===== src/rtl/vga_timing_pkg.sv =====
// vga_timing_pkg
//   Shared 640x480@60 geometry, counter/address widths and RGB444 colour
//   constants. The graphics processor that fills VRAM uses the same visible
//   width/height, so both sides agree on the y*width+x address layout.
//   The *_DEF constants are the defaults for the per-module parameters.
//   bar_colour() maps a colour-bar index (0..7) to its RGB444 value.
package vga_timing_pkg;

  localparam int H_VIS_DEF        = 640;
  localparam int H_FP_DEF         = 16;
  localparam int H_SYNC_DEF       = 96;
  localparam int H_BP_DEF         = 48;
  localparam int H_TOTAL_DEF      = H_VIS_DEF + H_FP_DEF + H_SYNC_DEF + H_BP_DEF;
  localparam int H_SYNC_START_DEF = H_VIS_DEF + H_FP_DEF;
  localparam int H_SYNC_END_DEF   = H_SYNC_START_DEF + H_SYNC_DEF;

  localparam int V_VIS_DEF        = 480;
  localparam int V_FP_DEF         = 10;
  localparam int V_SYNC_DEF       = 2;
  localparam int V_BP_DEF         = 33;
  localparam int V_TOTAL_DEF      = V_VIS_DEF + V_FP_DEF + V_SYNC_DEF + V_BP_DEF;
  localparam int V_SYNC_START_DEF = V_VIS_DEF + V_FP_DEF;
  localparam int V_SYNC_END_DEF   = V_SYNC_START_DEF + V_SYNC_DEF;

  localparam int CNT_W  = 10;
  localparam int ADDR_W = 19;
  localparam int RGB_W  = 12;

  typedef logic [RGB_W-1:0] rgb444_t;

  localparam rgb444_t COL_WHITE   = 12'hFFF;
  localparam rgb444_t COL_YELLOW  = 12'hFF0;
  localparam rgb444_t COL_CYAN    = 12'h0FF;
  localparam rgb444_t COL_GREEN   = 12'h0F0;
  localparam rgb444_t COL_MAGENTA = 12'hF0F;
  localparam rgb444_t COL_RED     = 12'hF00;
  localparam rgb444_t COL_BLUE    = 12'h00F;
  localparam rgb444_t COL_BLACK   = 12'h000;

  // Colour of bar idx, left to right across the visible line.
  function automatic rgb444_t bar_colour(input logic [2:0] idx);
    rgb444_t col;
    case (idx)
      3'd0:    col = COL_WHITE;
      3'd1:    col = COL_YELLOW;
      3'd2:    col = COL_CYAN;
      3'd3:    col = COL_GREEN;
      3'd4:    col = COL_MAGENTA;
      3'd5:    col = COL_RED;
      3'd6:    col = COL_BLUE;
      default: col = COL_BLACK;
    endcase
    return col;
  endfunction

endpackage


===== src/rtl/vga_timing_gen.sv =====
// vga_timing_gen
//   Pixel-rate divider plus horizontal/vertical raster counters. Produces the
//   stage-0 view of the raster: counters, visible flag and active-low syncs,
//   all combinational from the counter registers.
// Ports
//   clk, rst_n      system clock, synchronous active-low reset
//   o_pix_tick      1 on the last system clock of each pixel slot
//   o_h_cnt/o_v_cnt current column / line
//   o_vis           current position is inside the visible area
//   o_hs_n/o_vs_n   horizontal / vertical sync, active-low
module vga_timing_gen
  import vga_timing_pkg::*;
#(
  parameter int CLK_DIV = 4,
  parameter int H_VIS   = H_VIS_DEF,
  parameter int H_FP    = H_FP_DEF,
  parameter int H_SYNC  = H_SYNC_DEF,
  parameter int H_BP    = H_BP_DEF,
  parameter int V_VIS   = V_VIS_DEF,
  parameter int V_FP    = V_FP_DEF,
  parameter int V_SYNC  = V_SYNC_DEF,
  parameter int V_BP    = V_BP_DEF
) (
  input  logic             clk,
  input  logic             rst_n,
  output logic             o_pix_tick,
  output logic [CNT_W-1:0] o_h_cnt,
  output logic [CNT_W-1:0] o_v_cnt,
  output logic             o_vis,
  output logic             o_hs_n,
  output logic             o_vs_n
);

  localparam logic [3:0]       DIV_LAST = 4'(CLK_DIV - 1);
  localparam logic [CNT_W-1:0] H_LAST   = 10'(H_VIS + H_FP + H_SYNC + H_BP - 1);
  localparam logic [CNT_W-1:0] V_LAST   = 10'(V_VIS + V_FP + V_SYNC + V_BP - 1);
  localparam logic [CNT_W-1:0] H_VIS_C  = 10'(H_VIS);
  localparam logic [CNT_W-1:0] V_VIS_C  = 10'(V_VIS);
  localparam logic [CNT_W-1:0] HS_START = 10'(H_VIS + H_FP);
  localparam logic [CNT_W-1:0] HS_END   = 10'(H_VIS + H_FP + H_SYNC);
  localparam logic [CNT_W-1:0] VS_START = 10'(V_VIS + V_FP);
  localparam logic [CNT_W-1:0] VS_END   = 10'(V_VIS + V_FP + V_SYNC);

  logic [3:0]       r_div_cnt;
  logic [CNT_W-1:0] r_h_cnt;
  logic [CNT_W-1:0] r_v_cnt;

  assign o_pix_tick = (r_div_cnt == DIV_LAST);
  assign o_h_cnt    = r_h_cnt;
  assign o_v_cnt    = r_v_cnt;
  assign o_vis      = (r_h_cnt < H_VIS_C) && (r_v_cnt < V_VIS_C);
  assign o_hs_n     = !((r_h_cnt >= HS_START) && (r_h_cnt < HS_END));
  assign o_vs_n     = !((r_v_cnt >= VS_START) && (r_v_cnt < VS_END));

  // Clock divider and raster counters; counters advance once per pixel slot.
  always_ff @(posedge clk) begin
    if (!rst_n) begin
      r_div_cnt <= 4'd0;
      r_h_cnt   <= 10'd0;
      r_v_cnt   <= 10'd0;
    end else begin
      if (o_pix_tick) begin
        r_div_cnt <= 4'd0;
        if (r_h_cnt == H_LAST) begin
          r_h_cnt <= 10'd0;
          if (r_v_cnt == V_LAST) begin
            r_v_cnt <= 10'd0;
          end else begin
            r_v_cnt <= r_v_cnt + 10'd1;
          end
        end else begin
          r_h_cnt <= r_h_cnt + 10'd1;
        end
      end else begin
        r_div_cnt <= r_div_cnt + 4'd1;
      end
    end
  end

endmodule


===== src/rtl/vga_scanout.sv =====
// vga_scanout
//   Display-side VRAM reader. Stage 1 registers the VRAM address (y*H_VIS+x)
//   together with the visible flag and syncs; stage 2 registers RGB and syncs
//   to the pins, so pixels and syncs leave with the same 2-pixel latency.
//   VRAM data must return within CLK_DIV-1 clocks of the address.
// Ports
//   clk, rst_n     system clock, synchronous active-low reset
//   vram_addr      registered VRAM read address
//   vram_data      VRAM read data {R,G,B}, valid 1 clk after vram_addr
//   vga_r/g/b      4-bit colour outputs, zero during blanking
//   vga_hs/vga_vs  active-low syncs
//   frame_start    one-clk pulse after the address of pixel (0,0) is issued
//   test_mode      colour-bar select (only with SCANOUT_TEST_PATTERN_EN)
// Build option
//   SCANOUT_TEST_PATTERN_EN  adds test_mode and an 8-bar colour pattern
module vga_scanout
  import vga_timing_pkg::*;
#(
  parameter int CLK_DIV = 4,
  parameter int H_VIS   = H_VIS_DEF,
  parameter int H_FP    = H_FP_DEF,
  parameter int H_SYNC  = H_SYNC_DEF,
  parameter int H_BP    = H_BP_DEF,
  parameter int V_VIS   = V_VIS_DEF,
  parameter int V_FP    = V_FP_DEF,
  parameter int V_SYNC  = V_SYNC_DEF,
  parameter int V_BP    = V_BP_DEF
) (
  input  logic              clk,
  input  logic              rst_n,
  output logic [ADDR_W-1:0] vram_addr,
  input  logic [RGB_W-1:0]  vram_data,
  output logic [3:0]        vga_r,
  output logic [3:0]        vga_g,
  output logic [3:0]        vga_b,
  output logic              vga_hs,
  output logic              vga_vs,
  output logic              frame_start
`ifdef SCANOUT_TEST_PATTERN_EN
  ,
  input  logic              test_mode
`endif
);

  // Constant multiplier; for 640 this reduces to (y<<9)+(y<<7).
  localparam logic [ADDR_W-1:0] H_STRIDE = 19'(H_VIS);

  logic             w_pix_tick;
  logic [CNT_W-1:0] w_h_cnt;
  logic [CNT_W-1:0] w_v_cnt;
  logic             w_vis;
  logic             w_hs_n;
  logic             w_vs_n;
  logic [ADDR_W-1:0] w_addr;
  rgb444_t          w_rgb_next;

  logic [ADDR_W-1:0] r_vram_addr;
  logic             r_vis_d;
  logic             r_hs_d;
  logic             r_vs_d;
  logic             r_frame_start;
  rgb444_t          r_rgb;
  logic             r_hs;
  logic             r_vs;

  vga_timing_gen #(
    .CLK_DIV(CLK_DIV),
    .H_VIS(H_VIS), .H_FP(H_FP), .H_SYNC(H_SYNC), .H_BP(H_BP),
    .V_VIS(V_VIS), .V_FP(V_FP), .V_SYNC(V_SYNC), .V_BP(V_BP)
  ) u_timing (
    .clk       (clk),
    .rst_n     (rst_n),
    .o_pix_tick(w_pix_tick),
    .o_h_cnt   (w_h_cnt),
    .o_v_cnt   (w_v_cnt),
    .o_vis     (w_vis),
    .o_hs_n    (w_hs_n),
    .o_vs_n    (w_vs_n)
  );

  // Max product stays below 2^19 for the supported geometry, so no overflow.
  assign w_addr = {9'd0, w_v_cnt} * H_STRIDE + {9'd0, w_h_cnt};

`ifdef SCANOUT_TEST_PATTERN_EN
  localparam int BAR_W = H_VIS / 8;

  logic [2:0] w_bar_idx;
  logic [2:0] r_bar_idx;

  // Bar index = number of bar boundaries at or left of the current column.
  always_comb begin
    w_bar_idx = 3'd0;
    for (int i = 1; i < 8; i++) begin
      w_bar_idx = w_bar_idx + {2'b00, (32'(w_h_cnt) >= i * BAR_W)};
    end
  end

  // Bar index travels with the stage-1 address.
  always_ff @(posedge clk) begin
    if (!rst_n) begin
      r_bar_idx <= 3'd0;
    end else if (w_pix_tick) begin
      r_bar_idx <= w_bar_idx;
    end else begin
      r_bar_idx <= r_bar_idx;
    end
  end
`endif

  // Stage-2 colour: VRAM data (or bar colour) when visible, black otherwise.
  always_comb begin
    w_rgb_next = COL_BLACK;
    if (r_vis_d) begin
`ifdef SCANOUT_TEST_PATTERN_EN
      if (test_mode) begin
        w_rgb_next = bar_colour(r_bar_idx);
      end else begin
        w_rgb_next = vram_data;
      end
`else
      w_rgb_next = vram_data;
`endif
    end else begin
      w_rgb_next = COL_BLACK;
    end
  end

  // Stage 1: address plus delayed visible flag and syncs.
  always_ff @(posedge clk) begin
    if (!rst_n) begin
      r_vram_addr <= 19'd0;
      r_vis_d     <= 1'b0;
      r_hs_d      <= 1'b1;
      r_vs_d      <= 1'b1;
    end else if (w_pix_tick) begin
      r_vram_addr <= w_vis ? w_addr : 19'd0;
      r_vis_d     <= w_vis;
      r_hs_d      <= w_hs_n;
      r_vs_d      <= w_vs_n;
    end else begin
      r_vram_addr <= r_vram_addr;
      r_vis_d     <= r_vis_d;
      r_hs_d      <= r_hs_d;
      r_vs_d      <= r_vs_d;
    end
  end

  // Stage 2: pin registers for colour and syncs.
  always_ff @(posedge clk) begin
    if (!rst_n) begin
      r_rgb <= COL_BLACK;
      r_hs  <= 1'b1;
      r_vs  <= 1'b1;
    end else if (w_pix_tick) begin
      r_rgb <= w_rgb_next;
      r_hs  <= r_hs_d;
      r_vs  <= r_vs_d;
    end else begin
      r_rgb <= r_rgb;
      r_hs  <= r_hs;
      r_vs  <= r_vs;
    end
  end

  // Pulse on the clock after (0,0) is loaded; cleared next clk since CLK_DIV >= 2.
  always_ff @(posedge clk) begin
    if (!rst_n) begin
      r_frame_start <= 1'b0;
    end else begin
      r_frame_start <= w_pix_tick && (w_h_cnt == 10'd0) && (w_v_cnt == 10'd0);
    end
  end

  assign vram_addr   = r_vram_addr;
  assign vga_r       = r_rgb[11:8];
  assign vga_g       = r_rgb[7:4];
  assign vga_b       = r_rgb[3:0];
  assign vga_hs      = r_hs;
  assign vga_vs      = r_vs;
  assign frame_start = r_frame_start;

endmodule


===== config.mk =====
export PLATFORM = sky130hd
export DESIGN_NAME = vga_scanout
export DESIGN_NICKNAME = d
export VERILOG_FILES = /design/src/rtl/vga_timing_pkg.sv /design/src/rtl/vga_timing_gen.sv /design/src/rtl/vga_scanout.sv
export SDC_FILE = /design/constraint.sdc
export NUM_CORES = 1
export LEC_CHECK = 0
export BUFFER_PORTS_ARGS = -buffer_cell sky130_fd_sc_hd__buf_2
export CELL_PAD_IN_SITES_DETAIL_PLACEMENT = 0
export CELL_PAD_IN_SITES_GLOBAL_PLACEMENT = 1
export CORE_UTILIZATION = 44
export CTS_BUF_LIST = sky130_fd_sc_hd__clkbuf_4 sky130_fd_sc_hd__clkbuf_8
export DETAILED_ROUTE_END_ITERATION = 8
export GPL_TIMING_DRIVEN = 0
export PLACE_DENSITY = 0.79
export SYNTH_ARGS = -nofsm -noshare
export SYNTH_HDL_FRONTEND = slang
export SYNTH_SLANG_ARGS = --single-unit

===== constraint.sdc =====
create_clock -name clk -period 3.6 [get_ports clk]
set_input_delay 0.36 -clock clk [delete_from_list [all_inputs] [get_ports clk]]
set_output_delay 0.36 -clock clk [all_outputs]
set_load 0.01 [all_outputs]

After elaboration in Yosys (flattened, before gate mapping)
Cells that the tools add are included.
- input bits: 14
- output and inout port bits: 34
- word-level logic and storage cells: 41
- bits in registers: 61
- multipliers: 1
- mux-type cells: 4
- order comparisons: 6
- eq/ne operators: 3
- bitwise gates (word level): 1
- add/subtract/negate cells: 4
- reduce and logical (&&, ||, !) cells: 11
- operators with widths (operator ; count):
    10-bit by 1-bit adder with 10-bit output, second input constant ; 2
    10-bit equality test, second input constant ; 2
    10-bit zero test ; 2
    10-bit less-than comparator, second input constant ; 2
    10-bit by 9-bit less-than comparator with 1-bit output, second input constant ; 2
    10-bit two-way mux ; 2
    19-bit by 10-bit adder with 19-bit output ; 1
    19-bit two-way mux ; 1
    10-bit by 3-bit multiplier with 12-bit output, second input constant ; 1
    12-bit two-way mux ; 1
    10-bit greater-or-equal comparator, second input constant ; 1
    10-bit by 9-bit greater-or-equal comparator with 1-bit output, second input constant ; 1
    1-bit logical AND ; 5
    4-bit by 1-bit adder with 4-bit output, second input constant ; 1
    4-bit by 2-bit equality test with 1-bit output, second input constant ; 1
    1-bit zero test ; 2
    2-bit AND reduction ; 1
    2-bit OR reduction ; 1
    1-bit NOT ; 1

Longest topological paths before layout
Gate-level depths: netlist of run 1.
- depth after elaboration: 3
- mapped depth: 9

By module
A second synthesis of run 1 with hierarchy kept.
- cell total of the unflattened synthesis: 378
- area total of the unflattened synthesis: 3354.5 µm²
- modules (own cells, without submodules) (module ; times used ; seq. area each (µm²) ; cells an instance ; area each (µm²)):
    vga_scanout ; 1 ; 740.7 ; 233 ; 2168.3
    vga_timing_gen ; 1 ; 480.5 ; 145 ; 1186.1

Worst setup path before layout of run 1
OpenSTA, ideal clock, no wires.
- path kind: reg2reg
- start: reg u_timing.r_v_cnt[1] (netlist: u_timing.o_v_cnt[1])
- end: reg r_vram_addr[18] (netlist: vram_addr[18])
- path buffers: 0
- required time: 3.513 ns
- slack: 0.854 ns
- arrival time: 2.659 ns
- clock period less this slack: 2.746 ns
- stages on the path, launching flop included: 9
- cells stage by stage: dfxtp_1 ha_1 ha_1 fa_1 a211oi_1 o21ai_0 a221o_1 o31a_1 o31ai_1
- cells in the longest elaborated chain, start to end: 3
- RTL lines (item ; RTL line ; source):
    start: declaration ; vga_timing_gen.sv:46 ; logic [CNT_W-1:0] r_v_cnt;
    start signal: assignment ; vga_timing_gen.sv:69 ; r_v_cnt <= r_v_cnt + 10'd1;
    10-bit by 3-bit multiplier with 12-bit output or 10-bit by 9-bit less-than comparator with 1-bit output (tied branches) ; vga_scanout.sv:82, vga_timing_gen.sv:51 ;
    19-bit by 10-bit adder with 19-bit output or 1-bit logical AND (tied branches) ; vga_scanout.sv:82, vga_timing_gen.sv:51 ;
    19-bit two-way mux (*) ; vga_scanout.sv:136 ; r_vram_addr <= w_vis ? w_addr : 19'd0;
    end signal: assignment ; vga_scanout.sv:136 ;
    end signal: assignment ; vga_scanout.sv:141 ; r_vram_addr <= r_vram_addr;
    end: declaration ; vga_scanout.sv:57 ; logic [ADDR_W-1:0] r_vram_addr;
Every way passes the cells marked *; elsewhere a longest branch is shown, timed or not.
A chain may end at the register's enable or synchronous reset.

Worst setup path after layout of run 1
Ends and elaborated chain as after synthesis.

==> results of run 1 <==
-- layout by cell type, fill, tap and decap left out, types with 8 or more instances in the layout --
| cell | n |
|---|---|
| sky130_fd_sc_hd__ha_1 | 25 |
| sky130_fd_sc_hd__nor2_1 | 28 |
| sky130_fd_sc_hd__xnor2_1 | 14 |
| sky130_fd_sc_hd__clkbuf_1 | 11 |
| sky130_fd_sc_hd__a22o_1 | 21 |
| sky130_fd_sc_hd__inv_1 | 8 |
| sky130_fd_sc_hd__nand4_1 | 10 |
| sky130_fd_sc_hd__a21oi_1 | 9 |
| sky130_fd_sc_hd__buf_2 | 47 |
| sky130_fd_sc_hd__xor2_1 | 13 |
| sky130_fd_sc_hd__nand2_1 | 41 |
| sky130_fd_sc_hd__o21ai_0 | 18 |
| sky130_fd_sc_hd__nand3_1 | 12 |
| sky130_fd_sc_hd__clkbuf_8 | 9 |
| sky130_fd_sc_hd__dfxtp_1 | 61 |
-- report_power, final --
| part | switching, µW | leakage (µW) | internal, µW |
|---|---|---|---|
| logic | 35.5 | 0.00102 | 20.5 |
| registers | 5.05 | 0.000492 | 683 |
| clock network | 287 | 0.0000856 | 251 |
| total | 328 | 0.00160 | 954 |
-- Yosys cell counts (4+ instances only) --
cell type / n
sky130_fd_sc_hd__nor3_1: 6
sky130_fd_sc_hd__dfxtp_1: 61
sky130_fd_sc_hd__ha_1: 25
sky130_fd_sc_hd__nand4_1: 10
sky130_fd_sc_hd__and2_1: 6
sky130_fd_sc_hd__nor2_1: 28
sky130_fd_sc_hd__clkbuf_1: 11
sky130_fd_sc_hd__xor2_1: 13
sky130_fd_sc_hd__a22o_1: 21
sky130_fd_sc_hd__xnor2_1: 14
sky130_fd_sc_hd__nor4_1: 4
sky130_fd_sc_hd__and3_1: 4
sky130_fd_sc_hd__inv_1: 8
sky130_fd_sc_hd__a21oi_1: 9
sky130_fd_sc_hd__nand3_1: 12
sky130_fd_sc_hd__nand2_1: 41
sky130_fd_sc_hd__o21ai_0: 18
-- worst paths after layout --
| path | from | end | slack, ns | cells past startpoint |
|---|---|---|---|---|
| hold reg to reg | vram_addr[11]$_SDFFE_PN0P_ | vram_addr[11]$_SDFFE_PN0P_ | 0.45 | 2 |
| setup / recovery | u_timing.o_v_cnt[1]$_SDFFE_PN0P_ | vram_addr[18]$_SDFFE_PN0P_ | 0.53 | 8 |
| hold / removal | vram_data[8] | r_rgb[8]$_SDFFE_PN0P_ | 0.22 | 2 |
| setup reg to reg | u_timing.o_v_cnt[1]$_SDFFE_PN0P_ | vram_addr[18]$_SDFFE_PN0P_ | 0.53 | 8 |
-- cell families (layout without fill, tap and decap cells) --
group | count (synthesis) | count (layout)
and+or+nand+nor | 130 | 130
AOI/OAI and AO/OA | 68 | 68
DFF | 61 | 61
adders and majority gates | 27 | 27
xor gates and xnor gates | 27 | 27
buffers and inverters | 20 | 83
-- area by class of cell --
type                       instances  area (µm²)  area share
clock buffer                       9       123.9     0.03503
inverter                           8       30.03    0.008493
timing repair buffer              47       235.2     0.06653
sequential                        61        1221      0.3454
buffer                            12       52.55     0.01486
multi-input combinational        252        1725      0.4880
tap                               77       96.34     0.02725
clock inverter                     7       51.30     0.01451
-- per-layer routing --
metal | global-route usage | vias up | routed length, µm
met1 | 0.2608 | 1135 | 3321
met4 | 0.09245 | 0 | 125
met2 | 0.2955 | 51 | 2633
met3 | 0.03696 | 9 | 267
li1 | - | 1311 | -
met5 | 0 | - | 0
-- sequential cells by signal, summed over array words and instances (netlist names) --
signal	count
u_timing.o_h_cnt	10
vga_hs	1
u_timing.o_v_cnt	10
vram_addr	19
r_vis_d	1
vga_vs	1
r_rgb	12
u_timing.r_div_cnt	4
frame_start	1
r_hs_d	1
r_vs_d	1
-- metrics by stage --
step / std cells / total power, µW / hold WS [ns] / worst slack (ns) / cell area (µm²)
floorplan: 333 / 737.6 / 0.4155 / 0.8540 / 3029
global placement: 457 / 760.3 / 0.4300 / 0.5593 / 3361
detailed placement: 457 / 760.2 / 0.4346 / 0.5548 / 3361
CTS: 473 / 1298 / 0.2071 / 0.5317 / 3536
global route: 473 / 1341 / 0.2126 / 0.3486 / 3536
finish: 473 / 1282 / 0.2188 / 0.5278 / 3536
==> flow_summary.html, run 1 <==
<table>
<tr><th>Metric</th><th>Value</th></tr>
<tr><th colspan="2">Run status</th></tr>
<tr><td>Run status</td><td>complete, but fails checks</td></tr>
<tr><td>Violated checks</td><td>DRC</td></tr>
<tr><th colspan="2">Timing</th></tr>
<tr><td>Count of final hold-check violations</td><td>0</td></tr>
<tr><td>Unrepaired setup endpoints after global routing</td><td>false</td></tr>
<tr><td>Actual transition at the worst max-transition pin</td><td>0.7689 ns</td></tr>
<tr><td>Worst clock skew</td><td>around 0.0093 ns</td></tr>
<tr><td>Count of pins over their slew limit</td><td>0</td></tr>
<tr><td>Final critical-path required period</td><td>around 3.1 ns</td></tr>
<tr><td>Worst slew slack as a fraction of its limit</td><td>0.4846</td></tr>
<tr><td>Final setup TNS</td><td>0 ns</td></tr>
<tr><td>Achievable frequency</td><td>around 0.33 GHz</td></tr>
<tr><td>Post-route clock period utilization</td><td>0.8534</td></tr>
<tr><td>Setup-violating endpoint count in the final report</td><td>0</td></tr>
<tr><th colspan="2">Die</th></tr>
<tr><td>Starting Density</td><td>0.4664</td></tr>
<tr><td>Site Rows</td><td>29</td></tr>
<tr><td>Io pins</td><td>48</td></tr>
<tr><td>Core Footprint</td><td>approximately 0.0065 mm²</td></tr>
<tr><td>Die area</td><td>approximately 0.0072 mm²</td></tr>
<tr><td>Width of the die</td><td>~85 µm</td></tr>
<tr><td>Vertical extent of the die</td><td>~85 µm</td></tr>
<tr><th colspan="2">Setup path</th></tr>
<tr><td>Critical path's slowest cell</td><td>sky130_fd_sc_hd__dfxtp_1</td></tr>
<tr><td>Maximum single-stage delay on the critical path</td><td>between 0.5 and 0.6 ns</td></tr>
<tr><td>Arrival @ worst endpoint</td><td>around 3.3 ns</td></tr>
<tr><td>Category of the most critical setup path</td><td>flop to flop</td></tr>
<tr><td>Critical path data required time</td><td>a little under 4 ns</td></tr>
<tr><td>Buf+Inv Stages, Crit Path</td><td>0</td></tr>
<tr><td>Max Fanout on Critical Path</td><td>9</td></tr>
<tr><td>Sort of element at the start of the critical path</td><td>flop</td></tr>
<tr><td>Largest delay share family, worst path</td><td>compound AO/OA/AOI/OAI gates</td></tr>
<tr><td>Most common cell on crit path</td><td>sky130_fd_sc_hd__ha_1</td></tr>
<tr><td>Worst Setup End Kind</td><td>flop</td></tr>
<tr><td>Cell-by-cell listing of the critical path</td><td>ha_1 -&gt; ha_1 -&gt; fa_1 -&gt; a211oi_1 -&gt; o21ai_0 -&gt; a221o_1 -&gt; o31a_1 -&gt; o31ai_1</td></tr>
<tr><th colspan="2">Routing</th></tr>
<tr><td>Number of vias after detailed routing</td><td>roughly 2500</td></tr>
<tr><td>Avg Vias per Cell</td><td>roughly 5.3</td></tr>
<tr><td>Routed Antenna Nets</td><td>0</td></tr>
<tr><td>Drt pass-1 iters</td><td>6</td></tr>
<tr><td>Total Routed Length</td><td>between 6 and 7 mm</td></tr>
<tr><td>Violation count after the first detailed-routing iteration</td><td>just over 100</td></tr>
<tr><td>Detailed-route wire length per cell</td><td>13.42 µm</td></tr>
<tr><td>Residual DRC</td><td>8</td></tr>
<tr><th colspan="2">Logic synthesis</th></tr>
<tr><td>Top FF cell, synth</td><td>sky130_fd_sc_hd__dfxtp_1</td></tr>
<tr><td>Yosys warns</td><td>0</td></tr>
<tr><td>Dominant combinational cell family by area after synthesis</td><td>simple AND/OR/NAND/NOR gates</td></tr>
<tr><td>EDFF count, synth</td><td>0</td></tr>
<tr><td>Arithmetic-cell share of the synthesized area counting full adders, half adders and majority gates</td><td>0.1165</td></tr>
<tr><td>Post-synthesis sequential area ratio</td><td>0.4031</td></tr>
<tr><td>Count of unique library cells instantiated by Yosys</td><td>47</td></tr>
<tr><td>Post-synthesis compound-gate area fraction</td><td>0.1570</td></tr>
<tr><td>Dominant cell type by area after synthesis</td><td>sky130_fd_sc_hd__dfxtp_1</td></tr>
<tr><td>Simple-Gate Fraction of Synth Area</td><td>0.2181</td></tr>
<tr><td>Mux contribution to synthesized area</td><td>0</td></tr>
<tr><td>Post-synthesis register bit count</td><td>between 60 and 70</td></tr>
<tr><td>Post-synthesis xor/xnor area fraction</td><td>0.07807</td></tr>
<tr><td>Top area cells in the synthesized netlist</td><td>sky130_fd_sc_hd__dfxtp_1, sky130_fd_sc_hd__ha_1, sky130_fd_sc_hd__a22o_1</td></tr>
<tr><td>Fraction of registers with async set/reset</td><td>0</td></tr>
<tr><td>Synthesized area</td><td>0.003029 mm²</td></tr>
<tr><td>Post-Syn Instances</td><td>around 330</td></tr>
<tr><td>Post-synth net total</td><td>approximately 370</td></tr>
<tr><td>Mean instance size in the synthesized netlist</td><td>between 9 and 10 µm²</td></tr>
<tr><td>Fraction of synthesized cell area taken by the top area cell type</td><td>0.4031</td></tr>
<tr><th colspan="2">Hold path</th></tr>
<tr><td>Class of the worst hold path</td><td>input pin to flop</td></tr>
<tr><th colspan="2">Global routing</th></tr>
<tr><td>Maximum number of pins on one net before global-route repair</td><td>13</td></tr>
<tr><td>Initial antenna violation count</td><td>0</td></tr>
<tr><td>Via count of the first global-routing pass</td><td>between 2000 and 2500</td></tr>
<tr><td>Global routing usage summed across all routing layers</td><td>0.1926</td></tr>
<tr><td>Wire length of the first global-routing pass</td><td>between 10 and 15 mm</td></tr>
<tr><td>Overflow after GRT</td><td>0</td></tr>
<tr><th colspan="2">Placed design</th></tr>
<tr><td>HPWL reported at the end of detailed placement</td><td>approximately 4.7 mm</td></tr>
<tr><td>GP Congestion</td><td>~0.77</td></tr>
<tr><td>Count of port buffers added during placement</td><td>47</td></tr>
<tr><th colspan="2">Clocking</th></tr>
<tr><td>Number of H-tree branching levels</td><td>3</td></tr>
<tr><td>Clock latency of the later-clocked register in the worst-skew pair</td><td>roughly 0.34 ns</td></tr>
<tr><td>Clock Pin Slew Worst Setup and Hold Paths</td><td>0.08 ns</td></tr>
<tr><td>Count of hold-fix buffers inserted at cts</td><td>0</td></tr>
<tr><td>Maximum buffer depth of the clock tree</td><td>2</td></tr>
<tr><td>Resize count post-CTS</td><td>0</td></tr>
<tr><td>Sink Count</td><td>61</td></tr>
<tr><td>Number of clock buffers inserted by TritonCTS</td><td>9</td></tr>
<tr><td>Post-CTS setup buffer count</td><td>0</td></tr>
<tr><td>Master cell of the clock root buffer</td><td>sky130_fd_sc_hd__clkbuf_8</td></tr>
<tr><td>TritonCTS clock tree</td><td>built</td></tr>
<tr><th colspan="2">Final layout</th></tr>
<tr><td>Final net count</td><td>432</td></tr>
<tr><td>Fill cell instance count of the final layout</td><td>640</td></tr>
<tr><td>Share of post-route cells with drive strength above 1</td><td>0.1768</td></tr>
<tr><td>Relative area change from synthesis to final layout</td><td>16.73%</td></tr>
<tr><td>Share of the core filled with cells</td><td>0.5444</td></tr>
<tr><td>Number of diodes</td><td>0</td></tr>
<tr><th colspan="2">Pwr</th></tr>
<tr><td>Worst IR Drop VDD</td><td>0.1651 mV</td></tr>
<tr><td>Power per unit of standard cell area</td><td>362.6 mW/mm²</td></tr>
<tr><td>Leakage component of the power</td><td>0.001597 µW</td></tr>
<tr><th colspan="2">Run</th></tr>
<tr><td>Max Cap Viol</td><td>0</td></tr>
</table>
(Power assumes the default switching activity.)
==> run 2: changes to the inputs <==
GPL_TIMING_DRIVEN = default   (was 0)
REMOVE_ABC_BUFFERS = 1   (was default)
==> run 2 against run 1 <==
Against the previous run:
- the flow still finishes with violations (DRC)
- critical endpoint unchanged
- maximum frequency increased by 2.7%
- critical path type unchanged
- largest power group unchanged
- via count decreased by 0.60%
- clock skew about the same
- critical path depth unchanged
==> flow_summary.html, run 2 (synthesized netlist as in run 1, its figures left out) <==
<table>
<tr><th>Metric</th><th>Value</th></tr>
<tr><th colspan="2">Run status</th></tr>
<tr><td>Run status</td><td>complete, but fails checks</td></tr>
<tr><td>Violated checks</td><td>DRC</td></tr>
<tr><th colspan="2">Timing</th></tr>
<tr><td>Final setup TNS</td><td>0 ns</td></tr>
<tr><td>Count of final hold-check violations</td><td>0</td></tr>
<tr><td>Count of pins over their slew limit</td><td>0</td></tr>
<tr><td>Unrepaired setup endpoints after global routing</td><td>false</td></tr>
<tr><td>Worst slew slack as a fraction of its limit</td><td>0.5955</td></tr>
<tr><td>Final critical-path required period</td><td>~3 ns</td></tr>
<tr><td>Worst clock skew</td><td>0.009103 ns</td></tr>
<tr><td>Actual transition at the worst max-transition pin</td><td>slightly above 0.6 ns</td></tr>
<tr><td>Post-route clock period utilization</td><td>0.8310</td></tr>
<tr><td>Setup-violating endpoint count in the final report</td><td>0</td></tr>
<tr><td>WHS</td><td>around 0.23 ns</td></tr>
<tr><td>Achievable frequency</td><td>between 0.3 and 0.4 GHz</td></tr>
<tr><th colspan="2">Die</th></tr>
<tr><td>Die area</td><td>0.007220 mm²</td></tr>
<tr><td>Site Rows</td><td>29</td></tr>
<tr><td>Starting Density</td><td>0.4664</td></tr>
<tr><td>Io pins</td><td>between 40 and 50</td></tr>
<tr><td>Vertical extent of the die</td><td>~85 µm</td></tr>
<tr><td>Core Footprint</td><td>approximately 0.0065 mm²</td></tr>
<tr><td>Width of the die</td><td>about 85 µm</td></tr>
<tr><th colspan="2">Final layout</th></tr>
<tr><td>Share of the core filled with cells</td><td>0.5450</td></tr>
<tr><td>Area of all sequential standard cells</td><td>between 0.001 and 0.0015 mm²</td></tr>
<tr><td>Fill cell instance count of the final layout</td><td>about 630</td></tr>
<tr><td>Share of post-route cells with drive strength above 1</td><td>0.1839</td></tr>
<tr><td>Largest register FFs</td><td>19</td></tr>
<tr><td>Number of diodes</td><td>0</td></tr>
<tr><td>Area occupied by multi-input gates</td><td>about 0.0017 mm²</td></tr>
<tr><td>Final net count</td><td>around 420</td></tr>
<tr><td>Leading cell type in the layout, fill and taps excluded</td><td>sky130_fd_sc_hd__dfxtp_1</td></tr>
<tr><td>Commonest cells after routing, fill and taps aside</td><td>sky130_fd_sc_hd__dfxtp_1, sky130_fd_sc_hd__buf_2, sky130_fd_sc_hd__nand2_1, sky130_fd_sc_hd__nor2_1, sky130_fd_sc_hd__ha_1</td></tr>
<tr><td>Final non-filler cell total</td><td>approximately 460</td></tr>
<tr><td>Relative area change from synthesis to final layout</td><td>16.85%</td></tr>
<tr><th colspan="2">Global routing</th></tr>
<tr><td>Via count of the first global-routing pass</td><td>2451</td></tr>
<tr><td>Wire length of the first global-routing pass</td><td>11.10 mm</td></tr>
<tr><td>Maximum number of pins on one net before global-route repair</td><td>29</td></tr>
<tr><td>Initial antenna violation count</td><td>0</td></tr>
<tr><td>Global-route met3 utilization</td><td>0.04475</td></tr>
<tr><td>Met2 Usage GRT</td><td>0.2962</td></tr>
<tr><td>Overflow after GRT</td><td>0</td></tr>
<tr><td>Met1 GRT Util</td><td>0.2558</td></tr>
<tr><td>Top Usage Layer GRT</td><td>met2</td></tr>
<tr><td>Global routing usage summed across all routing layers</td><td>0.1932</td></tr>
<tr><th colspan="2">Clocking</th></tr>
<tr><td>Clock latency of the later-clocked register in the worst-skew pair</td><td>~0.34 ns</td></tr>
<tr><td>Resize count post-CTS</td><td>0</td></tr>
<tr><td>Maximum buffer depth of the clock tree</td><td>2</td></tr>
<tr><td>Clock Pin Slew Worst Setup and Hold Paths</td><td>roughly 0.07 ns</td></tr>
<tr><td>Count of hold-fix buffers inserted at cts</td><td>0</td></tr>
<tr><td>Number of H-tree branching levels</td><td>3</td></tr>
<tr><td>Number of clock buffers inserted by TritonCTS</td><td>9</td></tr>
<tr><td>Sink Count</td><td>between 60 and 70</td></tr>
<tr><td>TritonCTS clock tree</td><td>built</td></tr>
<tr><td>Post-CTS setup buffer count</td><td>0</td></tr>
<tr><td>Master cell of the clock root buffer</td><td>sky130_fd_sc_hd__clkbuf_8</td></tr>
<tr><th colspan="2">Setup path</th></tr>
<tr><td>Category of the most critical setup path</td><td>flop to flop</td></tr>
<tr><td>Sort of element at the start of the critical path</td><td>flop</td></tr>
<tr><td>Largest delay share family, worst path</td><td>compound AO/OA/AOI/OAI gates</td></tr>
<tr><td>Worst Setup End Kind</td><td>flop</td></tr>
<tr><td>Max Fanout on Critical Path</td><td>9</td></tr>
<tr><td>Critical path's slowest cell</td><td>sky130_fd_sc_hd__dfxtp_1</td></tr>
<tr><td>Critical path data required time</td><td>about 3.9 ns</td></tr>
<tr><td>Buf+Inv Stages, Crit Path</td><td>0</td></tr>
<tr><td>Cell-by-cell listing of the critical path</td><td>ha_1 -&gt; ha_1 -&gt; fa_1 -&gt; a211oi_1 -&gt; o21ai_0 -&gt; a221o_1 -&gt; o31a_1 -&gt; o31ai_1</td></tr>
<tr><td>Maximum single-stage delay on the critical path</td><td>between 0.5 and 0.6 ns</td></tr>
<tr><td>Arrival @ worst endpoint</td><td>about 3.2 ns</td></tr>
<tr><td>Most common cell on crit path</td><td>sky130_fd_sc_hd__ha_1</td></tr>
<tr><th colspan="2">Pwr</th></tr>
<tr><td>Leakage component of the power</td><td>between 0.0015 and 0.002 µW</td></tr>
<tr><td>Combinational cell fraction of total power</td><td>0.039</td></tr>
<tr><td>Sequential share of power</td><td>0.500</td></tr>
<tr><td>Power per unit of standard cell area</td><td>388.9 mW/mm²</td></tr>
<tr><td>Net Sw Frac</td><td>0.2188</td></tr>
<tr><td>Switching power</td><td>roughly 300 µW</td></tr>
<tr><td>Power Internal</td><td>between 1000 and 1500 µW</td></tr>
<tr><td>Worst IR Drop VDD</td><td>0.2915 mV</td></tr>
<tr><td>Part of the power in the clock network</td><td>0.461</td></tr>
<tr><th colspan="2">Run</th></tr>
<tr><td>Max Cap Viol</td><td>0</td></tr>
<tr><th colspan="2">Placed design</th></tr>
<tr><td>Count of port buffers added during placement</td><td>between 40 and 50</td></tr>
<tr><td>HPWL reported at the end of detailed placement</td><td>roughly 4.5 mm</td></tr>
<tr><td>GP Congestion</td><td>0.7676</td></tr>
<tr><td>Placed cells</td><td>448</td></tr>
<tr><th colspan="2">Routing</th></tr>
<tr><td>Residual DRC</td><td>8</td></tr>
<tr><td>Number of vias after detailed routing</td><td>approximately 2500</td></tr>
<tr><td>Drt pass-1 iters</td><td>6</td></tr>
<tr><td>Detailed-route wire length per cell</td><td>13.63 µm</td></tr>
<tr><td>Violation count after the first detailed-routing iteration</td><td>136</td></tr>
<tr><td>Routed Antenna Nets</td><td>0</td></tr>
<tr><td>Total Routed Length</td><td>~6.3 mm</td></tr>
<tr><td>Avg Vias per Cell</td><td>about 5.4</td></tr>
<tr><th colspan="2">Hold path</th></tr>
<tr><td>Class of the worst hold path</td><td>input pin to flop</td></tr>
</table>
## run 2: cell count changes in the layout (fill, tap and decap cells not counted), sizes merged
cell | previous run | this run
buf | 48 | 50
inv | 9 | 8
clkinvlp | 2 | 0
bufinv | 0 | 1
clkinv | 4 | 2
clkbuf | 20 | 12
## run 2: layout make-up
type                       instances  area share
multi-input combinational        252      0.4875
sequential                        61      0.3450
inverter                           8    0.008484
timing repair buffer              50     0.07282
tap                               77     0.02722
clock inverter                     3     0.01237
clock buffer                      12     0.04666
## run 2: routing by layer
| metal | part of all wire | routed length [µm] |
|---|---|---|
| met4 | 0.0095 | 60 |
| met5 | 0 | 0 |
| met2 | 0.42 | 2628 |
| met1 | 0.53 | 3339 |
| met3 | 0.044 | 280 |
## run 2: power by group through the flow
| stage | Clock (µW) | Sequential (µW) | Combinational (µW) |
|---|---|---|---|
| 4_1_cts | 650 | 688 | 54.9 |
| 5_1_grt | 680 | 689 | 62.3 |
| 6_report | 634 | 688 | 54.2 |
| 3_3_place_gp | 0 | 703 | 54.6 |
| 3_5_place_dp | 0 | 703 | 54.4 |
| 2_1_floorplan | 0 | 704 | 28.1 |
## run 2: path summary, 6_finish.rpt
kind | startpoint | slack [ns] | endpoint | depth (start not counted)
setup / recovery | u_timing.o_v_cnt[3]$_SDFFE_PN0P_ | 0.61 | vram_addr[18]$_SDFFE_PN0P_ | 8
hold / removal | vram_data[6] | 0.23 | r_rgb[6]$_SDFFE_PN0P_ | 2
setup reg to reg | u_timing.o_v_cnt[3]$_SDFFE_PN0P_ | 0.61 | vram_addr[18]$_SDFFE_PN0P_ | 8
hold reg to reg | r_vis_d$_SDFFE_PN0P_ | 0.45 | r_vis_d$_SDFFE_PN0P_ | 2
## run 2: worst register-to-register path, stage by stage (launching register included)
cell and delay, ns:
sky130_fd_sc_hd__dfxtp_1 0.52, sky130_fd_sc_hd__ha_1 0.30, sky130_fd_sc_hd__ha_1 0.24, sky130_fd_sc_hd__fa_1 0.43, sky130_fd_sc_hd__a211oi_1 0.32, sky130_fd_sc_hd__o21ai_0 0.20
sky130_fd_sc_hd__a221o_1 0.43, sky130_fd_sc_hd__o31a_1 0.29, sky130_fd_sc_hd__o31ai_1 0.19
## run 2: metrics by stage
step           worst slack [ns]  instance area, µm²  power (µW)
3_3_place_gp             0.6848                3331       757.7
2_1_floorplan            0.8538                2977       732.2
3_5_place_dp             0.6179                3331       757.8
6_report                 0.6085                3540        1376
5_1_grt                  0.3724                3540        1430
4_1_cts                  0.6106                3540        1393
==> run 3: changes to the inputs <==
clock period = 3.1 ns   (was 3.6 ns; I/O delays follow)
==> run 3 against run 2 <==
Against the previous run:
- the run still ends with DRC left
- sequential power rose by 16%
- clock skew about the same
- clock power up 24%
- first-iteration DRC count decreased by 14%
- die area unchanged
- cell count grew 0.86%
- sequential cell count is the same
- hold slack lost 0.055 ns
- non-clock buffer count rose by 3
- critical path type unchanged
- highest routed layer unchanged
==> flow_summary.html, run 3 (synthesized netlist as in run 1, its figures left out) <==
<table>
<tr><th>Metric</th><th>Value</th></tr>
<tr><th colspan="2">Die</th></tr>
<tr><td>Io pins</td><td>48</td></tr>
<tr><td>Core Footprint</td><td>0.006495 mm²</td></tr>
<tr><td>Width of the die</td><td>~85 µm</td></tr>
<tr><td>Vertical extent of the die</td><td>84.97 µm</td></tr>
<tr><td>Starting Density</td><td>0.4664</td></tr>
<tr><td>Die area</td><td>~0.0072 mm²</td></tr>
<tr><td>Site Rows</td><td>29</td></tr>
<tr><th colspan="2">Global routing</th></tr>
<tr><td>Maximum number of pins on one net before global-route repair</td><td>29</td></tr>
<tr><td>Via count of the first global-routing pass</td><td>about 2300</td></tr>
<tr><td>Overflow after GRT</td><td>0</td></tr>
<tr><td>Global routing usage summed across all routing layers</td><td>0.1845</td></tr>
<tr><td>Initial antenna violation count</td><td>0</td></tr>
<tr><td>Wire length of the first global-routing pass</td><td>~11 mm</td></tr>
<tr><th colspan="2">Routing</th></tr>
<tr><td>Drt pass-1 iters</td><td>6</td></tr>
<tr><td>Avg Vias per Cell</td><td>5.381</td></tr>
<tr><td>Number of vias after detailed routing</td><td>about 2500</td></tr>
<tr><td>Residual DRC</td><td>8</td></tr>
<tr><td>Detailed-route wire length per cell</td><td>roughly 13 µm</td></tr>
<tr><td>Routed Antenna Nets</td><td>0</td></tr>
<tr><td>Total Routed Length</td><td>roughly 6.2 mm</td></tr>
<tr><td>Violation count after the first detailed-routing iteration</td><td>117</td></tr>
<tr><th colspan="2">Timing</th></tr>
<tr><td>Count of pins over their slew limit</td><td>0</td></tr>
<tr><td>Count of final hold-check violations</td><td>0</td></tr>
<tr><td>Post-route clock period utilization</td><td>0.9440</td></tr>
<tr><td>Worst slew slack as a fraction of its limit</td><td>0.5745</td></tr>
<tr><td>Achievable frequency</td><td>approximately 0.34 GHz</td></tr>
<tr><td>Actual transition at the worst max-transition pin</td><td>roughly 0.64 ns</td></tr>
<tr><td>Unrepaired setup endpoints after global routing</td><td>false</td></tr>
<tr><td>Final critical-path required period</td><td>just under 3 ns</td></tr>
<tr><td>Worst setup margin</td><td>approximately 0.17 ns</td></tr>
<tr><td>Worst clock skew</td><td>just under 0.009 ns</td></tr>
<tr><td>Setup-violating endpoint count in the final report</td><td>0</td></tr>
<tr><td>Final setup TNS</td><td>0 ns</td></tr>
<tr><th colspan="2">Clocking</th></tr>
<tr><td>Clock latency of the later-clocked register in the worst-skew pair</td><td>about 0.34 ns</td></tr>
<tr><td>Sink Count</td><td>61</td></tr>
<tr><td>Number of clock buffers inserted by TritonCTS</td><td>9</td></tr>
<tr><td>Count of hold-fix buffers inserted at cts</td><td>0</td></tr>
<tr><td>TritonCTS clock tree</td><td>built</td></tr>
<tr><td>Resize count post-CTS</td><td>0</td></tr>
<tr><td>Post-CTS setup buffer count</td><td>0</td></tr>
<tr><td>Master cell of the clock root buffer</td><td>sky130_fd_sc_hd__clkbuf_8</td></tr>
<tr><td>Clock Pin Slew Worst Setup and Hold Paths</td><td>0.07 ns</td></tr>
<tr><td>Number of H-tree branching levels</td><td>3</td></tr>
<tr><td>Maximum buffer depth of the clock tree</td><td>2</td></tr>
<tr><th colspan="2">Pwr</th></tr>
<tr><td>Leakage component of the power</td><td>0.001637 µW</td></tr>
<tr><td>Worst IR Drop VDD</td><td>0.3439 mV</td></tr>
<tr><td>Power per unit of standard cell area</td><td>461.0 mW/mm²</td></tr>
<tr><th colspan="2">Final layout</th></tr>
<tr><td>Number of diodes</td><td>0</td></tr>
<tr><td>Commonest cells after routing, fill and taps aside</td><td>sky130_fd_sc_hd__dfxtp_1, sky130_fd_sc_hd__buf_2, sky130_fd_sc_hd__nand2_1, sky130_fd_sc_hd__nor2_1, sky130_fd_sc_hd__ha_1</td></tr>
<tr><td>Relative area change from synthesis to final layout</td><td>17.93%</td></tr>
<tr><td>Leading cell type in the layout, fill and taps excluded</td><td>sky130_fd_sc_hd__dfxtp_1</td></tr>
<tr><td>Area occupied by multi-input gates</td><td>0.001725 mm²</td></tr>
<tr><td>Largest register FFs</td><td>19</td></tr>
<tr><td>Final non-filler cell total</td><td>about 470</td></tr>
<tr><td>Fill cell instance count of the final layout</td><td>between 600 and 700</td></tr>
<tr><td>Share of post-route cells with drive strength above 1</td><td>0.1923</td></tr>
<tr><td>Share of the core filled with cells</td><td>0.5500</td></tr>
<tr><td>Final net count</td><td>426</td></tr>
<tr><td>Area of all sequential standard cells</td><td>approximately 0.0012 mm²</td></tr>
<tr><th colspan="2">Setup path</th></tr>
<tr><td>Category of the most critical setup path</td><td>flop to flop</td></tr>
<tr><td>Max Fanout on Critical Path</td><td>9</td></tr>
<tr><td>Critical path data required time</td><td>~3.4 ns</td></tr>
<tr><td>Largest delay share family, worst path</td><td>compound AO/OA/AOI/OAI gates</td></tr>
<tr><td>Worst Setup End Kind</td><td>flop</td></tr>
<tr><td>Maximum single-stage delay on the critical path</td><td>about 0.5 ns</td></tr>
<tr><td>Critical path's slowest cell</td><td>sky130_fd_sc_hd__dfxtp_1</td></tr>
<tr><td>Arrival @ worst endpoint</td><td>3.18 ns</td></tr>
<tr><td>Buf+Inv Stages, Crit Path</td><td>0</td></tr>
<tr><td>Most common cell on crit path</td><td>sky130_fd_sc_hd__ha_1</td></tr>
<tr><td>Sort of element at the start of the critical path</td><td>flop</td></tr>
<tr><td>Cell-by-cell listing of the critical path</td><td>ha_1 -&gt; ha_1 -&gt; fa_1 -&gt; a211oi_1 -&gt; o21ai_0 -&gt; a221o_1 -&gt; o31a_1 -&gt; o31ai_1</td></tr>
<tr><th colspan="2">Run</th></tr>
<tr><td>Max Cap Viol</td><td>0</td></tr>
<tr><th colspan="2">Placed design</th></tr>
<tr><td>HPWL reported at the end of detailed placement</td><td>between 4 and 5 mm</td></tr>
<tr><td>Count of port buffers added during placement</td><td>47</td></tr>
<tr><td>Placed cells</td><td>between 400 and 500</td></tr>
<tr><td>GP Congestion</td><td>just over 0.8</td></tr>
<tr><td>Pre-CTS WS</td><td>0.1861 ns</td></tr>
<tr><th colspan="2">Run status</th></tr>
<tr><td>Violated checks</td><td>DRC</td></tr>
<tr><td>Run status</td><td>complete, but fails checks</td></tr>
<tr><th colspan="2">Hold path</th></tr>
<tr><td>Class of the worst hold path</td><td>input pin to flop</td></tr>
</table>
## run 3: worst paths after layout
path | endpoint | slack (ns) | startpoint | cells past startpoint
hold reg to reg | vram_addr[15]$_SDFFE_PN0P_ | 0.44 | vram_addr[15]$_SDFFE_PN0P_ | 2
setup reg to reg | vram_addr[18]$_SDFFE_PN0P_ | 0.17 | u_timing.o_v_cnt[3]$_SDFFE_PN0P_ | 8
hold / removal | r_rgb[1]$_SDFFE_PN0P_ | 0.17 | vram_data[1] | 2
setup / recovery | vram_addr[18]$_SDFFE_PN0P_ | 0.17 | u_timing.o_v_cnt[3]$_SDFFE_PN0P_ | 8
## run 3: worst reg2reg max path, delay by kind of cell, from the launching register on
family / cells / cell delay (ns)
AOI/OAI and AO/OA: 5 / 1.39
DFF: 1 / 0.50
adders and majority gates: 3 / 0.97
## run 3: layer usage
metal	wire (µm)	GRT usage	vias up
li1	-	-	1301
met2	2545	0.2749	66
met1	3257	0.2578	1135
met4	113	0.08320	0
met5	0	0	-
met3	256	0.03696	11
## run 3: power by group
part,leakage [µW],switching [µW],internal [µW]
Sequential,0.000492,5.90,793
Clock,0.000114,322,461
Combinational,0.00103,41.1,23.8
Total,0.00164,369,1280
## run 3: per-stage QoR
step	area [µm²]	hold slack (ns)	power, µW
floorplan	2977	0.3719	850.3
global placement	3353	0.4260	882.0
detailed placement	3353	0.4370	881.8
CTS	3572	0.1632	1665
global route	3572	0.1763	1711
finish	3572	0.1734	1647
## run 3: layout make-up
type	instances	share of cell area
clock buffers	10	0.03678
clock inverters	6	0.02452
inverters	8	0.008406
multi-input cells	252	0.4830
flip-flops and latches	61	0.3419
well taps	77	0.02697
repair buffers	53	0.07846
